$ cat config.mk
export PLATFORM = sky130hd
export DESIGN_NAME = sdram_arb
export DESIGN_NICKNAME = d
export VERILOG_FILES = /design/src/rtl/sdram_arb.sv
export SDC_FILE = /design/constraint.sdc
export NUM_CORES = 1
export LEC_CHECK = 0
export BUFFER_PORTS_ARGS = -buffer_cell sky130_fd_sc_hd__buf_2
export CAP_MARGIN = 25
export CORE_MARGIN = 4
export CORE_UTILIZATION = 45
export DETAILED_ROUTE_END_ITERATION = 10
export PLACE_DENSITY = 0.86
export SLEW_MARGIN = 20
export SYNTH_ARGS = -nofsm -noshare
export SYNTH_HDL_FRONTEND = slang
export SYNTH_SLANG_ARGS = --single-unit
$ cat constraint.sdc
create_clock -name clk -period 2.7 [get_ports clk]
set_clock_uncertainty 0.1 [all_clocks]
set_input_delay 0.405 -clock clk [delete_from_list [all_inputs] [get_ports clk]]
set_output_delay 0.405 -clock clk [all_outputs]
set_load 0.005 [all_outputs]
$ cat src/rtl/sdram_arb.sv
// sdram_arb: 3-port arbiter in front of a single SDRAM controller port.
// Each grant runs IDLE -> ISSUE -> GUARD -> WAIT -> DONE -> GAP; all outputs
// are registered, so every *_d value describes the state being entered.
// Optional feature: define SDRAM_ARB_RR_EN for round-robin arbitration
// (default build is fixed priority, port 0 highest).
module sdram_arb #(
  parameter int TIMEOUT = 255
) (
  input  logic        clk,
  input  logic        init,
  input  logic [2:0]  req,
  input  logic [2:0]  req_we,
  input  logic [74:0] req_addr,
  input  logic [23:0] req_din,
  output logic [2:0]  ack,
  output logic [7:0]  rdata,
  output logic        timeout,
  output logic [24:0] mem_addr,
  output logic [7:0]  mem_din,
  output logic        mem_rd,
  output logic        mem_we,
  input  logic [7:0]  mem_dout,
  input  logic        mem_ready
);

  typedef enum logic [2:0] {S_IDLE, S_ISSUE, S_GUARD, S_WAIT, S_DONE, S_GAP} state_t;

  state_t      state_q, state_d;
  logic [1:0]  idx_q, idx_d;
  logic        we_q, we_d;
  logic [7:0]  cnt_q, cnt_d;
  logic [24:0] addr_q, addr_d;
  logic [7:0]  din_q, din_d;
  logic [7:0]  rdata_q, rdata_d;
  logic        rd_q, rd_d, wr_q, wr_d;
  logic [2:0]  ack_q, ack_d;
  logic        to_q, to_d;

  logic        gnt_vld;
  logic [1:0]  gnt_idx;
  logic [24:0] sel_addr;
  logic [7:0]  sel_din;

`ifdef SDRAM_ARB_RR_EN
  // ptr_q is the port searched first; it moves past the winner on each grant.
  logic [1:0] ptr_q, ptr_d;
  logic [2:0] pp;

  // Round-robin search: walk downwards so the closest port to ptr_q wins.
  always_comb begin
    gnt_vld = 1'b0;
    gnt_idx = 2'd0;
    pp      = 3'd0;
    for (int k = 2; k >= 0; k--) begin
      pp = {1'b0, ptr_q} + 3'(k);
      if (pp >= 3'd3) pp = pp - 3'd3;
      if (req[pp[1:0]]) begin
        gnt_vld = 1'b1;
        gnt_idx = pp[1:0];
      end
    end
  end

  // Pointer advances only when a grant is actually taken.
  always_comb begin
    ptr_d = ptr_q;
    if (state_q == S_IDLE && gnt_vld)
      ptr_d = (gnt_idx == 2'd2) ? 2'd0 : gnt_idx + 2'd1;
  end

  // Pointer register.
  always_ff @(posedge clk or posedge init) begin
    if (init) ptr_q <= 2'd0;
    else      ptr_q <= ptr_d;
  end
`else
  // Fixed priority: port 0 > port 1 > port 2.
  always_comb begin
    gnt_vld = |req;
    gnt_idx = req[0] ? 2'd0 : (req[1] ? 2'd1 : 2'd2);
  end
`endif

  // Pick the winner's address/data fields out of the packed port buses.
  always_comb begin
    case (gnt_idx)
      2'd0:    begin sel_addr = req_addr[24:0];  sel_din = req_din[7:0];   end
      2'd1:    begin sel_addr = req_addr[49:25]; sel_din = req_din[15:8];  end
      default: begin sel_addr = req_addr[74:50]; sel_din = req_din[23:16]; end
    endcase
  end

  // Next-state and next-output logic; strobes are high in ISSUE/GUARD/WAIT.
  always_comb begin
    state_d = state_q;
    idx_d   = idx_q;
    we_d    = we_q;
    cnt_d   = cnt_q;
    addr_d  = addr_q;
    din_d   = din_q;
    rdata_d = rdata_q;
    to_d    = to_q;
    ack_d   = 3'b000;
    rd_d    = 1'b0;
    wr_d    = 1'b0;
    case (state_q)
      S_IDLE: if (gnt_vld) begin
        idx_d   = gnt_idx;
        we_d    = req_we[gnt_idx];
        addr_d  = sel_addr;
        din_d   = sel_din;
        rd_d    = ~req_we[gnt_idx];
        wr_d    = req_we[gnt_idx];
        state_d = S_ISSUE;
      end
      S_ISSUE: begin
        rd_d    = ~we_q;
        wr_d    = we_q;
        state_d = S_GUARD;
      end
      // mem_ready is not trusted yet: it may still be high from before.
      S_GUARD: begin
        rd_d    = ~we_q;
        wr_d    = we_q;
        cnt_d   = 8'd0;
        state_d = S_WAIT;
      end
      S_WAIT: begin
        if (mem_ready) begin
          if (!we_q) rdata_d = mem_dout;
          ack_d[idx_q] = 1'b1;
          state_d      = S_DONE;
        end else if (cnt_q == 8'(TIMEOUT - 1)) begin
          rdata_d      = 8'hFF;
          to_d         = 1'b1;
          ack_d[idx_q] = 1'b1;
          state_d      = S_DONE;
        end else begin
          cnt_d = cnt_q + 8'd1;
          rd_d  = ~we_q;
          wr_d  = we_q;
        end
      end
      S_DONE:  state_d = S_GAP;
      S_GAP:   state_d = S_IDLE;
      default: state_d = S_IDLE;
    endcase
  end

  // State and output registers; init aborts any transaction in flight.
  always_ff @(posedge clk or posedge init) begin
    if (init) begin
      state_q <= S_IDLE;
      idx_q   <= 2'd0;
      we_q    <= 1'b0;
      cnt_q   <= 8'd0;
      addr_q  <= 25'd0;
      din_q   <= 8'd0;
      rdata_q <= 8'd0;
      to_q    <= 1'b0;
      ack_q   <= 3'b000;
      rd_q    <= 1'b0;
      wr_q    <= 1'b0;
    end else begin
      state_q <= state_d;
      idx_q   <= idx_d;
      we_q    <= we_d;
      cnt_q   <= cnt_d;
      addr_q  <= addr_d;
      din_q   <= din_d;
      rdata_q <= rdata_d;
      to_q    <= to_d;
      ack_q   <= ack_d;
      rd_q    <= rd_d;
      wr_q    <= wr_d;
    end
  end

  assign ack      = ack_q;
  assign rdata    = rdata_q;
  assign timeout  = to_q;
  assign mem_addr = addr_q;
  assign mem_din  = din_q;
  assign mem_rd   = rd_q;
  assign mem_we   = wr_q;

endmodule

==> metrics, run 1 <==
outcome=finished clean; fin util=0.624; Cells after Synth=330; post-route ant nets=0; Sinks on Clock Net=61; final hold violations=0; CP top delay family=simple AND/OR/NAND/NOR gates; top-area cell type share of the netlist area=0.489; GP Congestion=0.847; Die Area=8330 sq um; Avg Inst Size Synth=9.46 sq um; drt drc=0; Worst-Skew Late Latency=330 ps; Startpoint Class=flop; most numerous cell in the Yosys netlist=dfrtp_1; drt total wl=8270 microns; dominant synthesized flop cell=dfrtp_1; CTS root buf=clkbuf_8; IO Pins=163; CORE AREA=6760 sq um; Setup Buffers After CTS=0; Fill cells=556; Post-Syn Nets=448; vias in the first global route=2,998; Post-CTS Resized=0; Slew @ Worst Pin=693 ps; dpl hpwl=6500 microns; Max clock buf depth=2; Initial Util=0.462; I/O Buffers=162; Total GRT Usage=0.206; die height=91.3 microns; Pwr per Cell Area=919 nW/um^2; count of final setup violators=0; Critical Path Sink Type=flop; global-route wire length before repair=13,700 microns; Hold WC Path Type=in -> async; Final Max Tran Viols=0; most instantiated cells after synthesis=dfrtp_1 (61), nand2_1 (42), nor2_1 (39); fin crit period=1920 ps; WP data required=2870 ps; RSZ-0062 raised after global routing=no; grt ovf=0; # hold bufs at CTS=0; Syn Std Cell Area=3120 sq um; Yosys warnings=0; Slew headroom=0.537; critical path data arrival time=2090 ps; Leak=2.19 nW; Period Utilization, post-route=0.711; Die W=91.3 microns; share of layout cells above drive strength 1=0.410; slowest CP cell=or4b_4; largest net degree at the start of global routing=71; initial antenna violation count=0; H-tree Lvls=3; largest stage delay on the critical path=520 ps; crit path cell chain=inv_1 -> ha_1 -> nand2_1 -> or4b_4 -> a21oi_4 -> o22a_2; share of synthesized registers carrying an async set or reset=1.00; routed vias=3,035; ranking of synthesized cells by area=dfrtp_1 (49%), mux2i_1 (7.7%), nand2_1 (5.1%); flops & latches, synth=61; WL/cell=14.5 microns; crit path kind=reg -> reg; cts bufs inserted=9; ant diodes=0; largest area contributor in the synthesized netlist=dfrtp_1; sequential element share of the synthesized area=0.489; maximum vdd ir drop=0.443 mV; CTS clk-pin slew, worst paths=70 ps; Post-synth EDFFs=0; Final Net Count=603; CTS tree=yes; Rows=30; DRT iter0 DRCs=120; max-cap viol count=0; distinct cell type count after synthesis=45; max frequency=521 MHz; Layout area overhead=35.0%; routed vias/inst=5.32; Bufs and invs on worst path=1; Crit Path Max Fanout=8; Setup TNS=0 ps; First-pass DRT Iterations=4
area by class of cell:
type / count / area [sq um] / share of cell area
clock inverters: 7 / 96.3 / 0.0229
repair buffers: 166 / 866 / 0.205
multi-input cells: 241 / 1480 / 0.351
inverters: 6 / 22.5 / 0.00534
flip-flops and latches: 61 / 1530 / 0.362
well taps: 80 / 100 / 0.0237
clock buffers: 9 / 124 / 0.0294
cell usage in the layout, fill, tap and decap left out, drive strengths merged, types with 5 or more instances in the layout:
cell,netlist,routed
mux2i,24,24
buf,8,166
nand3,8,8
inv,6,8
o22a,8,8
clkbuf,14,9
a21oi,29,29
a221o,10,10
o21ai,29,29
nand4,5,5
nand2,42,42
nor2,39,39
dfrtp,61,61
a22oi,10,10
flip-flops by register name, indices dropped and copies added, names as in the netlist:
register,cells
mem_din,8
we_q,1
mem_rd,1
ack,3
idx_q,2
timeout,1
mem_addr,25
cnt_q,8
state_q,3
mem_we,1
rdata,8
cells by family (layout without fill, tap and decap cells):
group / Yosys count / after routing / synth area share
compound gates: 100 / 100 / 0.214
buf+inv: 28 / 188 / 0.0393
flops: 61 / 61 / 0.489
mux: 24 / 24 / 0.0770
simple gates: 115 / 115 / 0.173
fa+ha+maj: 2 / 2 / 0.00801
routing by layer:
| layer | GRT usage | routed length, microns | up-vias |
|---|---|---|---|
| met5 | 0 | 0 | - |
| met4 | 0.0741 | 134 | 0 |
| met3 | 0.0663 | 659 | 10 |
| met2 | 0.343 | 4080 | 133 |
| met1 | 0.250 | 3390 | 1384 |
| li1 | - | - | 1508 |
worst register-to-register path, cell delays in order, from the launching register on:
cell and delay (ps):
dfrtp_1 430, inv_1 90, ha_1 180, nand2_1 110, or4b_4 520, a21oi_4 240, o22a_2 190
path summary, 6_finish.rpt:
check | startpoint | endpoint | slack [ps] | depth (start not counted)
worst max-delay path | cnt_q[0] | rdata[7] | 780 | 6
worst min-delay path | init | idx_q[0] | 70 | 2
worst max register to register | cnt_q[0] | rdata[7] | 780 | 6
worst min register to register | mem_addr[11] | mem_addr[11] | 370 | 2
max in group asynchronous | init | mem_addr[1] | 1830 | 3
min in group clk | req_addr[39] | mem_addr[14] | 190 | 2
through the flow:
step | cells | power, mW | instance area (sq um) | setup slack [ps] | hold slack, ps
final | 570 | 3.88 | 4220 | 780 | 69.2
after global routing | 570 | 4.19 | 4220 | 705 | 129
after CTS | 570 | 3.91 | 4220 | 788 | 89.0
after detailed placement | 554 | 3.01 | 4000 | 755 | 365
after global placement | 554 | 2.94 | 4000 | 787 | 358
after floorplan | 330 | 2.40 | 3120 | 682 | 346
power by group:
part	switching, mW	leakage, nW	total [mW]	internal (mW)
registers	0.297	0.763	1.60	1.30
logic	0.705	1.31	1.38	0.671
clock network	0.372	0.114	0.896	0.524
Note: power is estimated with default switching activity, not from simulation.
==> inputs of run 2 (changes only) <==
--- a/config.mk
+++ b/config.mk
@@ -8,9 +8,9 @@
 export BUFFER_PORTS_ARGS = -buffer_cell sky130_fd_sc_hd__buf_2
 export CAP_MARGIN = 25
 export CORE_MARGIN = 4
-export CORE_UTILIZATION = 45
+export CORE_UTILIZATION = 41
 export DETAILED_ROUTE_END_ITERATION = 10
-export PLACE_DENSITY = 0.86
+export PLACE_DENSITY = 0.83
 export SLEW_MARGIN = 20
 export SYNTH_ARGS = -nofsm -noshare
 export SYNTH_HDL_FRONTEND = slang
==> constraint.sdc (replaced) <==
create_clock -name clk -period 1.65 [get_ports clk]
set_clock_uncertainty 0.1 [all_clocks]
set_input_delay 0.2475 -clock clk [delete_from_list [all_inputs] [get_ports clk]]
set_output_delay 0.2475 -clock clk [all_outputs]
set_load 0.005 [all_outputs]
==> run 2 against run 1 <==
  * The run now ends with setup timing left
  * Sequential share of layout area decreased by 2.7 points
  * Final cell count increased by 8.6%
  * Flip-flop and latch count unchanged
  * Register-to-register slack got worse by 910 ps
  * Worst setup slack got worse by 910 ps
  * Maximum frequency increased by 7.6%
  * Non-clock buffer count increased by 30
  * Cell area increased by 8.0%
  * Critical path depth unchanged
==> metrics, run 2 (same netlist as run 1, synthesis figures left out) <==
Rows=31 (was 30); Die Area=9070 sq um (was 8330 sq um); final hold violations=0 (unchanged); most frequent cells in the layout=buf_2 (162), dfrtp_1 (61), nand2_1 (40) (was buf_2 (162), dfrtp_1 (61), nand2_1 (42)); Worst-Skew Late Latency=320 ps (was 330 ps); RR Endpoint=cnt_q[1] (was rdata[7]); WHS Endpoint=mem_addr[6]; Setup Slack @ Placement=-156 ps (was 755 ps); Startpoint Class=flop (unchanged); Layout area overhead=45.9% (was 35.0%); global-route wire length before repair=14,600 microns (was 13,700 microns); First-pass DRT Iterations=4 (unchanged); Max clock buf depth=2 (unchanged); die height=95.3 microns (was 91.3 microns); crit path kind=reg -> reg (unchanged); fin crit period=1780 ps (was 1920 ps); Slew @ Worst Pin=686 ps (was 693 ps); Crit Path Max Fanout=3 (was 8); max FFs per register=25 (unchanged); hold depth=2; max-cap viol count=0 (unchanged); Die W=95.3 microns (was 91.3 microns); initial antenna violation count=1 (was 0); violated checks=setup timing; outcome=finished, violations left (was finished clean); Psw=2.36 mW (was 1.37 mW); combinational share of power=0.433 (was 0.355); critical path data arrival time=1950 ps (was 2090 ps); RR Startpoint=cnt_q[1] (was cnt_q[0]); R2R depth=6 (unchanged); Slew headroom=0.541 (was 0.537); DRT iter0 DRCs=121 (was 120); routed vias=3,173 (was 3,035); H-tree Lvls=3 (unchanged); setup ws final=-135 ps (was 780 ps); maximum vdd ir drop=0.702 mV (was 0.443 mV); Sw Share=0.363 (was 0.355); IO Pins=163 (unchanged); cts bufs inserted=9 (unchanged); Placed Cells=596 (was 554); Initial Util=0.426 (was 0.462); grt ovf=0 (unchanged); largest net degree at the start of global routing=48 (was 71); CORE AREA=7330 sq um (was 6760 sq um); max frequency=560 MHz (was 521 MHz); vias in the first global route=3,198 (was 2,998); drt total wl=9140 microns (was 8270 microns); routed vias/inst=5.13 (was 5.32); GP Congestion=0.871 (was 0.847); Critical Path Sink Type=flop (unchanged); WP data required=1810 ps (was 2870 ps); Setup TNS=-1180 ps (was 0 ps); Pwr per Cell Area=1430 nW/um^2 (was 919 nW/um^2); Period Utilization, post-route=1.08 (was 0.711); Hold WC Path Type=in -> reg (was in -> async); CTS tree=yes (unchanged); R2R Setup Slk=-130 ps (was 780 ps); Leak=2.33 nW (was 2.19 nW); count of final setup violators=13 (was 0); WL/cell=14.8 microns (was 14.5 microns); RSZ-0062 raised after global routing=yes (was no); clock share of power=0.169 (was 0.231); commonest non-fill, non-tap cell in the layout=buf_2 (unchanged); drt drc=0 (unchanged); CTS clk-pin slew, worst paths=60 ps (was 70 ps); P_int=4.13 mW (was 2.50 mW); I/O Buffers=162 (unchanged); dpl hpwl=7060 microns (was 6500 microns); post-route ant nets=0 (unchanged); Total GRT Usage=0.207 (was 0.206); Final Max Tran Viols=0 (unchanged); hold path start=req_addr[31]; CTS root buf=clkbuf_8 (unchanged); Final Net Count=633 (was 603); non-filler cells, final=619 (was 570); Fill cells=623 (was 556); share of layout cells above drive strength 1=0.472 (was 0.410); Sequential Power Share=0.398 (was 0.413); Sinks on Clock Net=61 (unchanged)
-- run 2: worst max-delay path: stages, from the launching register on --
cell and delay [ps]:
dfrtp_1 420, ha_4 190, buf_4 130, and3_4 170, a21o_1 210, or4_4 420, nand3_2 80
-- run 2: worst max path at each step --
stage	slack [ps]	cells past startpoint	start	end
finish	-130	6	cnt_q[1]	cnt_q[1]
floorplan	-100	6	cnt_q[0]	rdata[0]
detailed placement	-160	6	cnt_q[0]	rdata[0]
global placement	-100	6	cnt_q[0]	rdata[0]
global route	-200	6	cnt_q[0]	rdata[2]
CTS	-160	6	cnt_q[0]	rdata[2]
-- run 2: per-stage QoR --
stage               power (mW)  hold slack, ps  instance area [sq um]  utilization
detailed placement        5.20             186                   4230        0.576
CTS                       6.42            28.9                   4460        0.608
finish                    6.49            48.1                   4550        0.621
floorplan                 3.94             260                   3130            -
global placement          5.07             191                   4230        0.576
global route              7.02            32.1                   4550        0.621
-- run 2: layout make-up --
type	count	area [sq um]	share of cell area
diodes	1	2.50	0.000550
multi-input cells	241	1590	0.348
flip-flops and latches	61	1530	0.335
clock inverters	2	10.0	0.00220
clock buffers	13	149	0.0327
inverters	6	26.3	0.00577
well taps	99	124	0.0272
repair buffers	196	1130	0.248
-- run 2: repair_timing --
action / in CTS / in global routing
endpoints found under the setup margin: 14 / 25
hold endpoints to repair: 17 / 0
resized for setup: 13 / 15
pin swaps: 10 / 13
buffers inserted: 3 / 3
hold buffers: 1 / 0
-- run 2: routing by layer --
| layer | track usage | vias to the layer above | part of all wire |
|---|---|---|---|
| li1 | - | 1559 | - |
| met1 | 0.251 | 1455 | 0.40 |
| met2 | 0.343 | 140 | 0.50 |
| met3 | 0.0560 | 19 | 0.076 |
| met4 | 0.0925 | 0 | 0.024 |
| met5 | 0 | - | 0 |
-- run 2: power by group through the flow --
stage	Combinational [mW]	Clock [mW]	Sequential, mW
floorplan	1.37	0	2.57
global placement	2.53	0	2.54
detailed placement	2.65	0	2.55
CTS	2.72	1.13	2.57
global route	3.15	1.21	2.67
finish	2.81	1.10	2.58
